==> config.mk <==
export PLATFORM = sky130hd
export DESIGN_NAME = sifh_ram_arbiter
export DESIGN_NICKNAME = d
export VERILOG_FILES = /design/src/rtl/sifh_pkg.sv /design/src/rtl/sifh_rr_arbiter.sv /design/src/rtl/sifh_ram_arbiter.sv
export SDC_FILE = /design/constraint.sdc
export NUM_CORES = 1
export LEC_CHECK = 0
export CAP_MARGIN = 25
export CORE_ASPECT_RATIO = 0.9
export CORE_MARGIN = 2
export CORE_UTILIZATION = 41
export CTS_CLUSTER_DIAMETER = 40
export DETAILED_ROUTE_END_ITERATION = 12
export GPL_ROUTABILITY_DRIVEN = 0
export GPL_TIMING_DRIVEN = 0
export PLACE_DENSITY = 0.76
export SYNTH_ARGS = -nofsm -noshare
export SYNTH_HDL_FRONTEND = slang
export SYNTH_HIERARCHICAL = 1
export SYNTH_SLANG_ARGS = --single-unit
==> constraint.sdc <==
create_clock -name clk -period 2.41 [get_ports clk]
set_clock_uncertainty 0.15 [all_clocks]
set_input_delay 0.241 -clock clk [delete_from_list [all_inputs] [get_ports clk]]
set_output_delay 0.241 -clock clk [all_outputs]
set_load 0.005 [all_outputs]
==> src/rtl/sifh_pkg.sv <==
// Shared types, sizing and helpers for the single-photon histogram RAM arbiter.
package sifh_pkg;

    localparam int NPIX = 4;
    localparam int NP   = 10;
    localparam int NB   = 6;
    localparam int CW   = 8;
    localparam int PW   = $clog2(NPIX);
    localparam int AW   = PW + NB;

    typedef enum logic [1:0] {
        RUN,
        DRAIN,
        CLEAR
    } state_e;

    // Time bin is the top NB bits of the timestamp.
    function automatic logic [NB-1:0] ts_bin(input logic [NP-1:0] ts);
        return ts[NP-1 -: NB];
    endfunction

endpackage

==> src/rtl/sifh_rr_arbiter.sv <==
// Round-robin arbiter: masked requests, search starts one past the last grant.
module sifh_rr_arbiter
    import sifh_pkg::*;
(
    input  logic            clk,
    input  logic            res,
    input  logic            en_i,
    input  logic [NPIX-1:0] req_i,
    input  logic [NPIX-1:0] mask_i,
    output logic [NPIX-1:0] gnt_o,
    output logic [PW-1:0]   idx_o
);

    logic [PW-1:0]   ptr_q, ptr_d;
    logic [PW-1:0]   cand;
    logic [NPIX-1:0] elig;
    logic            found;

    // NOTE: every signal gets a default before any branch, so no latch is inferred.
    always_comb begin
        elig  = req_i & ~mask_i;
        gnt_o = '0;
        idx_o = '0;
        cand  = '0;
        found = 1'b0;
        ptr_d = ptr_q;
        for (int k = 0; k < NPIX; k++) begin
            cand = ptr_q + PW'(k);
            if (!found && elig[cand]) begin
                found = 1'b1;
                idx_o = cand;
            end
        end
        if (en_i && found) begin
            gnt_o[idx_o] = 1'b1;
            ptr_d        = idx_o + PW'(1);
        end
    end

    // NOTE: sequential state uses non-blocking assignments only.
    always_ff @(posedge clk or negedge res) begin
        if (!res) begin
            ptr_q <= '0;
        end else begin
            ptr_q <= ptr_d;
        end
    end

endmodule

==> src/rtl/sifh_ram_arbiter.sv <==
// Grants pixel timestamp events onto a dual-port histogram RAM as saturating
// read-modify-write increments, and sequences the RAM zero-clear.
module sifh_ram_arbiter
    import sifh_pkg::*;
(
    input  logic                 clk,
    input  logic                 res,
    input  logic [NPIX-1:0]      req,
    input  logic [NPIX*NP-1:0]   ts,
    output logic [NPIX-1:0]      ack,
    input  logic                 clr_req,
    output logic                 busy,
    output logic                 sat,
    output logic [AW-1:0]        raddr,
    output logic                 rEnable,
    input  logic [CW-1:0]        counts,
    output logic [AW-1:0]        waddr,
    output logic                 wEnable,
    output logic [CW-1:0]        newCounts
);

    state_e          state_q, state_d;
    logic [AW-1:0]   clr_cnt_q, clr_cnt_d;
    logic            clr_we_q;
    logic [NPIX-1:0] ack_q;
    logic            rd_en_q;
    logic [AW-1:0]   raddr_q;
    logic            s1_valid_q;
    logic [AW-1:0]   s1_addr_q;
    logic            fwd_valid_q;
    logic [AW-1:0]   fwd_addr_q;
    logic [CW-1:0]   fwd_data_q;
    logic            sat_q, sat_d;

    logic            grant_en;
    logic [NPIX-1:0] gnt;
    logic [PW-1:0]   gnt_idx;
    logic [NP-1:0]   gnt_ts;
    logic [AW-1:0]   gnt_addr;
    logic [CW-1:0]   base;
    logic [CW-1:0]   inc;
    logic            at_max;

    // Pixels acked this cycle are masked so a requester has time to update req/ts.
    assign grant_en = (state_q == RUN) && !clr_req;

    sifh_rr_arbiter u_arb (
        .clk    (clk),
        .res    (res),
        .en_i   (grant_en),
        .req_i  (req),
        .mask_i (ack_q),
        .gnt_o  (gnt),
        .idx_o  (gnt_idx)
    );

    always_comb begin
        gnt_ts = '0;
        for (int k = 0; k < NPIX; k++) begin
            if (gnt_idx == PW'(k)) gnt_ts = ts[k*NP +: NP];
        end
    end

    assign gnt_addr = {gnt_idx, ts_bin(gnt_ts)};

    // The RAM returns old data on a same-address read-during-write; the
    // one-cycle forward register supplies the value just written instead.
    assign base   = (fwd_valid_q && (fwd_addr_q == s1_addr_q)) ? fwd_data_q : counts;
    assign at_max = (base == '1);
    assign inc    = at_max ? base : base + CW'(1);

    always_comb begin
        state_d = state_q;
        case (state_q)
            RUN:     if (clr_req) state_d = DRAIN;
            DRAIN:   state_d = CLEAR;
            CLEAR:   if (clr_we_q && (clr_cnt_q == '1)) state_d = RUN;
            default: state_d = CLEAR;
        endcase
    end

    always_comb begin
        clr_cnt_d = clr_we_q ? clr_cnt_q + AW'(1) : '0;
        sat_d     = sat_q;
        if (s1_valid_q && at_max) sat_d = 1'b1;
        if ((state_d == CLEAR) && (state_q != CLEAR)) sat_d = 1'b0;
    end

    // NOTE: the histogram RAM itself is never reset; the clear sweep zeroes it.
    always_ff @(posedge clk or negedge res) begin
        if (!res) begin
            state_q     <= CLEAR;
            clr_cnt_q   <= '0;
            clr_we_q    <= 1'b0;
            ack_q       <= '0;
            rd_en_q     <= 1'b0;
            raddr_q     <= '0;
            s1_valid_q  <= 1'b0;
            s1_addr_q   <= '0;
            fwd_valid_q <= 1'b0;
            fwd_addr_q  <= '0;
            fwd_data_q  <= '0;
            sat_q       <= 1'b0;
        end else begin
            state_q     <= state_d;
            clr_cnt_q   <= clr_cnt_d;
            clr_we_q    <= (state_d == CLEAR);
            ack_q       <= gnt;
            rd_en_q     <= |gnt;
            if (|gnt) raddr_q <= gnt_addr;
            s1_valid_q  <= rd_en_q;
            s1_addr_q   <= raddr_q;
            fwd_valid_q <= s1_valid_q;
            fwd_addr_q  <= s1_addr_q;
            fwd_data_q  <= inc;
            sat_q       <= sat_d;
        end
    end

    // Clear writes and increment writes never overlap.
    assign wEnable   = clr_we_q | s1_valid_q;
    assign waddr     = s1_valid_q ? s1_addr_q : clr_cnt_q;
    assign newCounts = s1_valid_q ? inc : '0;

    assign ack     = ack_q;
    assign rEnable = rd_en_q;
    assign raddr   = raddr_q;
    assign busy    = (state_q != RUN);
    assign sat     = sat_q;

endmodule

==> summary.txt, run 1 <==
Run status
  – Status: finished with violations
  – Failing checks: negative setup slack

Die
  – Row count: 27
  – Die area: approximately 7100 um2
  – Chip width: between 80 and 90 um
  – Core footprint: a little over 6000 um2
  – # IOs: 87
  – Starting Density: a little over two fifths
  – Vert. Die Dim: approximately 80 um

Yosys
  – Number of synthesized register bits: 53
  – Syn nets: roughly 280
  – Simple-gate portion of the synthesized area: roughly 18%
  – Mux cell area share after synthesis: between 10% and 20%
  – Mapped cell area: 2640 um2
  – Ys Warns: 6
  – Compound-Gate Fraction of Synth Area: between 9 and 10%
  – Post-synthesis xor/xnor area fraction: 4.97%
  – Largest family of logic cells by synthesized area: simple AND/OR/NAND/NOR gates
  – Synth Instances: approximately 230
  – Yosys cell types: 44
  – Seq/Total Area, Yosys: between 50% and 60%
  – Adder-Cell Fraction of Synth Area: 0.474%
  – Syn_area_per_cell: 11.6 um2

Setup path
  – Crit-path slowest cell: or4_4
  – Max FO, Critical Path: 7
  – R2R setup slack: approximately 90 ps
  – CP Buf/Inv Count: 2
  – WS Path Type: reg -> out
  – Reg2reg path depth: 7
  – Delay-heaviest family, CP: simple AND/OR/NAND/NOR gates
  – Crit path required time: 2020 ps
  – Peak per-stage delay on the critical path: 620 ps
  – Startpoint types: register
  – Critical path arrival: 2300 ps
  – CP startpoint: s1_addr_q[1]
  – R2r startpoint: ack[1]
  – Cell Chain, Critical Path: xnor2_2 -> nand2_1 -> or4_4 -> buf_6 -> mux2_4 -> and2_4 -> buf_6
  – RR Endpoint: raddr[3]
  – Worst Setup End Kind: output port
  – Crit-path most repeated cell: buf_6

Pwr
  – Internal power: 0.00247 W
  – Switching Fraction: 31.6%
  – Leakage: roughly 1.7 nW
  – PwrDens: 920 nW/um2
  – Clock share of power: roughly 17%
  – Psw: around 0.0011 W
  – Maximum vdd drop: approximately 0.58 mV
  – Seq pwr share: 39.8%
  – Power, Total: 0.00362 W
  – Comb power frac: between 40% and 50%

Clock tree
  – CTS Root Cell: clkbuf_8
  – H-tree Lvls: 2
  – CTS Buffer Depth: 2
  – CTS tree: built
  – CTS sink count: 53
  – Reg clk slew, reported paths: around 90 ps
  – CTS Buf Count: 5
  – Clk_lat worst skew: roughly 310 ps

Detailed routing
  – Routed Antenna Nets: 0
  – DR iter-0 viols: 125
  – First drt pass iteration count: 4
  – Per-cell routed wire length: roughly 15 um
  – Via-to-Cell Ratio: approximately 5
  – Vias: about 2100
  – Final wirelength: just over 6000 um
  – Drt drc: 0

Layout
  – Most frequent cells in the layout: clkdlybuf4s50_1, dfrtp_1, buf_4, mux2_2, nand2_1
  – Multi-input gate area: around 1400 um2
  – Commonest non-fill, non-tap cell in the layout: clkdlybuf4s50_1
  – Register area: about 1300 um2
  – Layout cell share with drive strength beyond 1: 31.9%
  – Layout Cells excl Fill: 419
  – # nets final: around 390
  – Util after Layout: 63.6%
  – P&R area growth vs syn: 48.9%
  – Fillers: approximately 490
  – Antenna cells: 0

Timing
  – Worst-margin pin slew: a little under 600 ps
  – Max Freq: about 0.37 GHz
  – Slew margin rel.: around three fifths
  – Final hold viol count: 0
  – Setup TNS: -1390 ps
  – Final setup margin: -282 ps
  – Crit share post-route: 112%
  – Final setup fails: 7
  – RSZ-0062 raised after global routing: true
  – Min Hold Slack: between 200 and 250 ps
  – Crit path time final: ~2700 ps
  – Slew Viols, Final: 0

GRT
  – Initial antenna violation count: 0
  – Largest net degree at the start of global routing: 30
  – First-pass GRT wire length: 10100 um
  – Vias in the first global route: ~2200
  – Grt total ovfl: 0
  – All-layer global routing usage: between 15 and 20%

Worst hold path
  – Min-Delay Path Depth: 0
  – Hold path startpoint: rEnable
  – Hold crit path type: reg -> reg
  – Hold worst-path end: s1_valid_q

Job
  – Max-cap violation count: 0

Placement
  – DPL Wire Length: roughly 4400 um
  – Port Buffers: 70
  – Placed cells: approximately 390
==> routing by layer <==
metal / global-route usage [%] / share of wire, % / vias to the layer above
met2: 30.7 / 51 / 74
met5: 0 / 0 / -
met3: 6.78 / 8.0 / 4
met1: 22.7 / 41 / 1032
met4: 5.61 / 0.44 / 0
li1: - / - / 1023
==> worst register-to-register path, cell delays in order (launching register included) <==
cell and delay, ps:
dfrtp_1 420, nor2b_4 160, a2bb2oi_1 200, o211ai_2 160, a21oi_2 180, buf_6 170
mux4_2 510, mux2_2 280
==> power by group through the flow <==
stage	clock network [W]	registers [W]	logic (W)
final	0.000630	0.00144	0.00155
after global routing	0.000681	0.00149	0.00168
after CTS	0.000639	0.00142	0.00134
after detailed placement	0	0.00143	0.00121
after global placement	0	0.00142	0.00117
after floorplan	0	0.00137	0.000714
==> area by class of cell <==
cell class / instances / share of cell area (%)
multi-input cells: 165 / 36.0
flip-flops and latches: 53 / 33.8
clock inverters: 2 / 0.954
repair buffers: 97 / 23.2
well taps: 87 / 2.77
inverters: 5 / 0.477
clock buffers: 6 / 2.10
plain buffers: 4 / 0.795
==> through the flow <==
| step | setup WS, ps | area (um2) |
|---|---|---|
| final | -282 | 3930 |
| after global routing | -367 | 3930 |
| after CTS | -335 | 3750 |
| after detailed placement | -543 | 3470 |
| after global placement | -554 | 3460 |
| after floorplan | 21.7 | 2650 |
==> cell usage after synthesis <==
master	number	share of area, %
dfrtp_1	52	49
mux2_2	17	7.2
nand2_1	16	2.3
a21oi_1	12	2.3
nor2_1	12	1.7
nand3_1	11	2.1
xnor2_1	11	3.6
and2_1	9	2.1
nor2b_1	7	1.7
mux4_2	6	5.1
nand4_1	6	1.4
inv_1	5	0.71
o21ai_0	5	0.95
a21boi_0	4	1.1
a21o_1	4	1.1
o211ai_1	4	1.1
xor2_1	4	1.3
and4_1	3	0.99
clkbuf_1	3	0.43
mux2_4	3	1.7
mux2i_1	3	1.1
nand2b_1	3	0.71
or3_1	3	0.71
and3_1	2	0.47
nand3b_1	2	0.57
o21ai_1	2	0.38
or2_2	2	0.47
a21boi_2	1	0.43
a21oi_4	1	0.62
a2bb2oi_1	1	0.33
a31oi_1	1	0.24
and2_4	1	0.33
buf_1	1	0.14
buf_6	1	0.43
dfstp_2	1	0.99
ha_1	1	0.47
nor2b_4	1	0.52
nor4_1	1	0.24
nor4_2	1	0.47
nor4bb_1	1	0.38
o211ai_2	1	0.47
o21ba_2	1	0.38
o221ai_1	1	0.33
or4_4	1	0.43
==> worst max-delay path by stage <==
stage / to / slack, ps / cells past startpoint
floorplan: raddr[0] / 20 / 7
global placement: fwd_data_q[6] / -550 / 1
CTS: newCounts[5] / -330 / 7
global route: newCounts[5] / -370 / 7
detailed placement: raddr[3] / -540 / 8
finish: newCounts[5] / -280 / 7
==> timing repair <==
| item | CTS | global route |
|---|---|---|
| endpoints found under the hold margin | 24 | 0 |
| pin swaps | 9 | 11 |
| setup endpoints to repair | 18 | 17 |
| buffers inserted | 15 | 10 |
| hold buffers | 1 | 0 |
| gates resized for setup | 48 | 33 |
==> logic make-up after synthesis <==
kind of cell / count (synthesis)
xor+xnor: 15
compound gates: 38
buf+inv: 10
simple gates: 82
mux: 29
fa+ha+maj: 1
flops: 53
==> sequential cells by signal, summed over array words and instances, names as in the netlist <==
| name | flops |
|---|---|
| state_q | 2 |
| sat | 1 |
| ack | 4 |
| rEnable | 1 |
| raddr | 8 |
| fwd_data_q | 8 |
| s1_addr_q | 8 |
| fwd_valid_q | 1 |
| clr_we_q | 1 |
| fwd_addr_q | 8 |
| s1_valid_q | 1 |
| u_arb/ptr_q | 2 |
| clr_cnt_q | 8 |
Note: power is estimated with default switching activity, not from simulation.
==> run 2, diff against run 1 <==
--- a/config.mk
+++ b/config.mk
@@ -5,15 +5,17 @@
 export SDC_FILE = /design/constraint.sdc
 export NUM_CORES = 1
 export LEC_CHECK = 0
+export ABC_CLOCK_PERIOD_IN_PS = 2410
 export CAP_MARGIN = 25
 export CORE_ASPECT_RATIO = 0.9
 export CORE_MARGIN = 2
-export CORE_UTILIZATION = 41
+export CORE_UTILIZATION = 43
+export CTS_BUF_LIST = sky130_fd_sc_hd__clkbuf_4
 export CTS_CLUSTER_DIAMETER = 40
 export DETAILED_ROUTE_END_ITERATION = 12
 export GPL_ROUTABILITY_DRIVEN = 0
 export GPL_TIMING_DRIVEN = 0
-export PLACE_DENSITY = 0.76
+export PLACE_DENSITY = 0.79
 export SYNTH_ARGS = -nofsm -noshare
 export SYNTH_HDL_FRONTEND = slang
 export SYNTH_HIERARCHICAL = 1
==> run 2 against run 1 <==
Effect of this change:
- the flow still finishes with violations (negative setup slack)
- largest cell class unchanged
- die area shrank 4.4%
- maximum frequency fell by 3.3%
- non-clock buffer count down 5
- sequential share of layout area increased by 1.0 points
- worst hold slack improved by 7.6 ps
- critical endpoint unchanged
- total power fell by 4.7%
- critical path type unchanged
- highest routed layer unchanged
- register-to-register slack about the same
==> summary.txt, run 2 (synthesis results as in run 1) <==
Worst hold path
  – Hold path startpoint: rEnable
  – Min-Delay Path Depth: 0 (unchanged)
  – Hold crit path type: reg -> reg
  – Hold worst-path end: s1_valid_q

Pwr
  – Power, Total: 0.00345 W (-4.7%)
  – Maximum vdd drop: 0.550 mV (-5.0%)
  – Leakage: 1.65 nW (-1.9%)
  – PwrDens: 902 nW/um2 (-1.9%)

Setup path
  – Startpoint types: register
  – R2R setup slack: 100 ps (about the same)
  – Worst Setup End Kind: output port
  – WS Path Type: reg -> out
  – RR Endpoint: raddr[4]
  – Crit-path most repeated cell: buf_6
  – Reg2reg path depth: 7 (unchanged)
  – R2r startpoint: u_arb/ptr_q[1]
  – Cell Chain, Critical Path: xnor2_2 -> nand2_1 -> or4_4 -> buf_6 -> mux2_4 -> and2_4 -> buf_6
  – Max FO, Critical Path: 6 (-1)
  – Critical path arrival: 2390 ps (+90 ps)
  – Crit path required time: 2020 ps (about the same)
  – Crit-path slowest cell: or4_4
  – Peak per-stage delay on the critical path: 610 ps (about the same)

Placement
  – DPL Wire Length: 4370 um (-0.50%)
  – Placed inst area: 3460 um2 (-0.54%)
  – Port Buffers: 70 (unchanged)

Layout
  – Fillers: 470 (-4.7%)
  – # nets final: 382 (-1.3%)
  – Layout cell share with drive strength beyond 1: 29.4% (-2.6 points)
  – Commonest non-fill, non-tap cell in the layout: clkdlybuf4s50_1
  – P&R area growth vs syn: 44.7%
  – Fin area: 3820 um2 (-2.9%)
  – Util after Layout: 63.5% (-0.085 points)
  – Most frequent cells in the layout: clkdlybuf4s50_1, dfrtp_1, mux2_2, nand2_1, buf_4
  – Antenna cells: 0 (unchanged)

Timing
  – Setup TNS: -2250 ps (-867 ps)
  – RSZ-0062 raised after global routing: true
  – Crit share post-route: 116% (+3.8 points)
  – Final setup fails: 8 (+1)
  – Max Freq: 0.359 GHz (-3.3%)
  – Final setup margin: -374 ps (-91.8 ps)
  – Slew margin rel.: 59.2% (-2.3 points)
  – Worst-margin pin slew: 613 ps (+34.2 ps)
  – Slew Viols, Final: 0 (unchanged)
  – Crit path time final: 2780 ps (+91.8 ps)
  – Final hold viol count: 0 (unchanged)

Detailed routing
  – DR iter-0 viols: 77 (-38%)
  – Vias: 2130 (-0.14%)
  – Per-cell routed wire length: 15.2 um (+3.1%)
  – Drt drc: 0 (unchanged)
  – Final wirelength: 6060 um (-1.8%)
  – Routed Antenna Nets: 0 (unchanged)
  – First drt pass iteration count: 4 (unchanged)
  – Via-to-Cell Ratio: 5.34 (+4.9%)

Die
  – Vert. Die Dim: 78.4 um (-2.2%)
  – Core footprint: 6010 um2 (-2.7%)
  – Die area: 6790 um2 (-4.4%)
  – # IOs: 87 (unchanged)
  – Row count: 27 (unchanged)
  – Starting Density: 43.9% (+1.2 points)
  – Chip width: 86.6 um (-2.2%)

Clock tree
  – H-tree Lvls: 2 (unchanged)
  – Clk_lat worst skew: 360 ps (+50 ps)
  – CTS sink count: 53 (unchanged)
  – CTS Root Cell: clkbuf_4
  – CTS tree: built
  – CTS Buf Count: 5 (unchanged)
  – CTS Buffer Depth: 2 (unchanged)
  – Reg clk slew, reported paths: 150 ps (+60 ps)

GRT
  – Vias in the first global route: 2199 (-0.72%)
  – Initial antenna violation count: 0 (unchanged)
  – All-layer global routing usage: 18.8% (+0.24 points)
  – Grt total ovfl: 0 (unchanged)
  – Largest net degree at the start of global routing: 29 (-3.3%)
  – First-pass GRT wire length: 10100 um (+0.13%)

Job
  – Max-cap violation count: 0 (unchanged)

Run status
  – Status: finished with violations
  – Failing checks: negative setup slack
==> run 2: changes by cell type in the layout (fill, tap and decap cells not counted), moves of 2 or more <==
cell | previous run | this run
a21boi_2 | 0 | 2
buf_2 | 6 | 4
buf_4 | 20 | 15
clkbuf_2 | 1 | 3
clkbuf_4 | 2 | 7
clkbuf_8 | 6 | 0
nor2_1 | 8 | 10
nor2_4 | 2 | 0
==> run 2: metal layers <==
layer	global-route usage, %	vias to the layer above	part of all wire (%)
met2	32.4	83	50
li1	-	1020	-
met4	4.38	0	0.99
met5	0	-	0
met3	6.31	6	8.0
met1	22.8	1021	41
==> run 2: power by group <==
part / internal (W) / switching, W
combinational: 0.000882 / 0.000537
sequential: 0.00117 / 0.000264
clock: 0.000322 / 0.000273
==> run 2: critical path, delay by kind of cell, from the launching register on <==
kind	cells	cell delay, ps
DFF	1	450
and+or+nand+nor	3	820
buffers and inverters	2	260
xor gates and xnor gates	1	190
muxes	1	300
==> run 2: area by class of cell <==
cell class | instances | area (um2) | share of cell area, %
plain buffers | 4 | 27.5 | 0.720
clock buffers | 5 | 37.5 | 0.982
clock inverters | 3 | 65.1 | 1.70
inverters | 5 | 18.8 | 0.491
multi-input cells | 165 | 1380 | 36.0
flip-flops and latches | 53 | 1330 | 34.8
well taps | 72 | 90.1 | 2.36
repair buffers | 92 | 877 | 23.0
==> run 2: worst max-delay path by stage <==
| stage | depth (start not counted) | start | end |
|---|---|---|---|
| 2_1_floorplan | 7 | ack[1] | raddr[0] |
| 3_3_place_gp | 1 | res | fwd_valid_q |
| 3_5_place_dp | 8 | req[1] | raddr[3] |
| 4_1_cts | 7 | s1_addr_q[1] | newCounts[3] |
| 5_1_grt | 7 | s1_addr_q[5] | newCounts[5] |
| 6_report | 7 | s1_addr_q[5] | newCounts[5] |
==> run 2: what timing repair did <==
item                                    CTS  global route
resized for setup                        47            22
endpoints found under the setup margin   25            17
pin swaps                                11             5
setup buffers                            17             3
hold endpoints to repair                 24             0
hold buffers                              1             0
==> run 2: metrics by stage <==
stage	instances	hold slack, ps	setup WS, ps
after CTS	396	239	-379
after global routing	399	251	-468
after global placement	370	211	-538
after floorplan	228	-205	21.7
after detailed placement	371	131	-552
final	399	241	-374
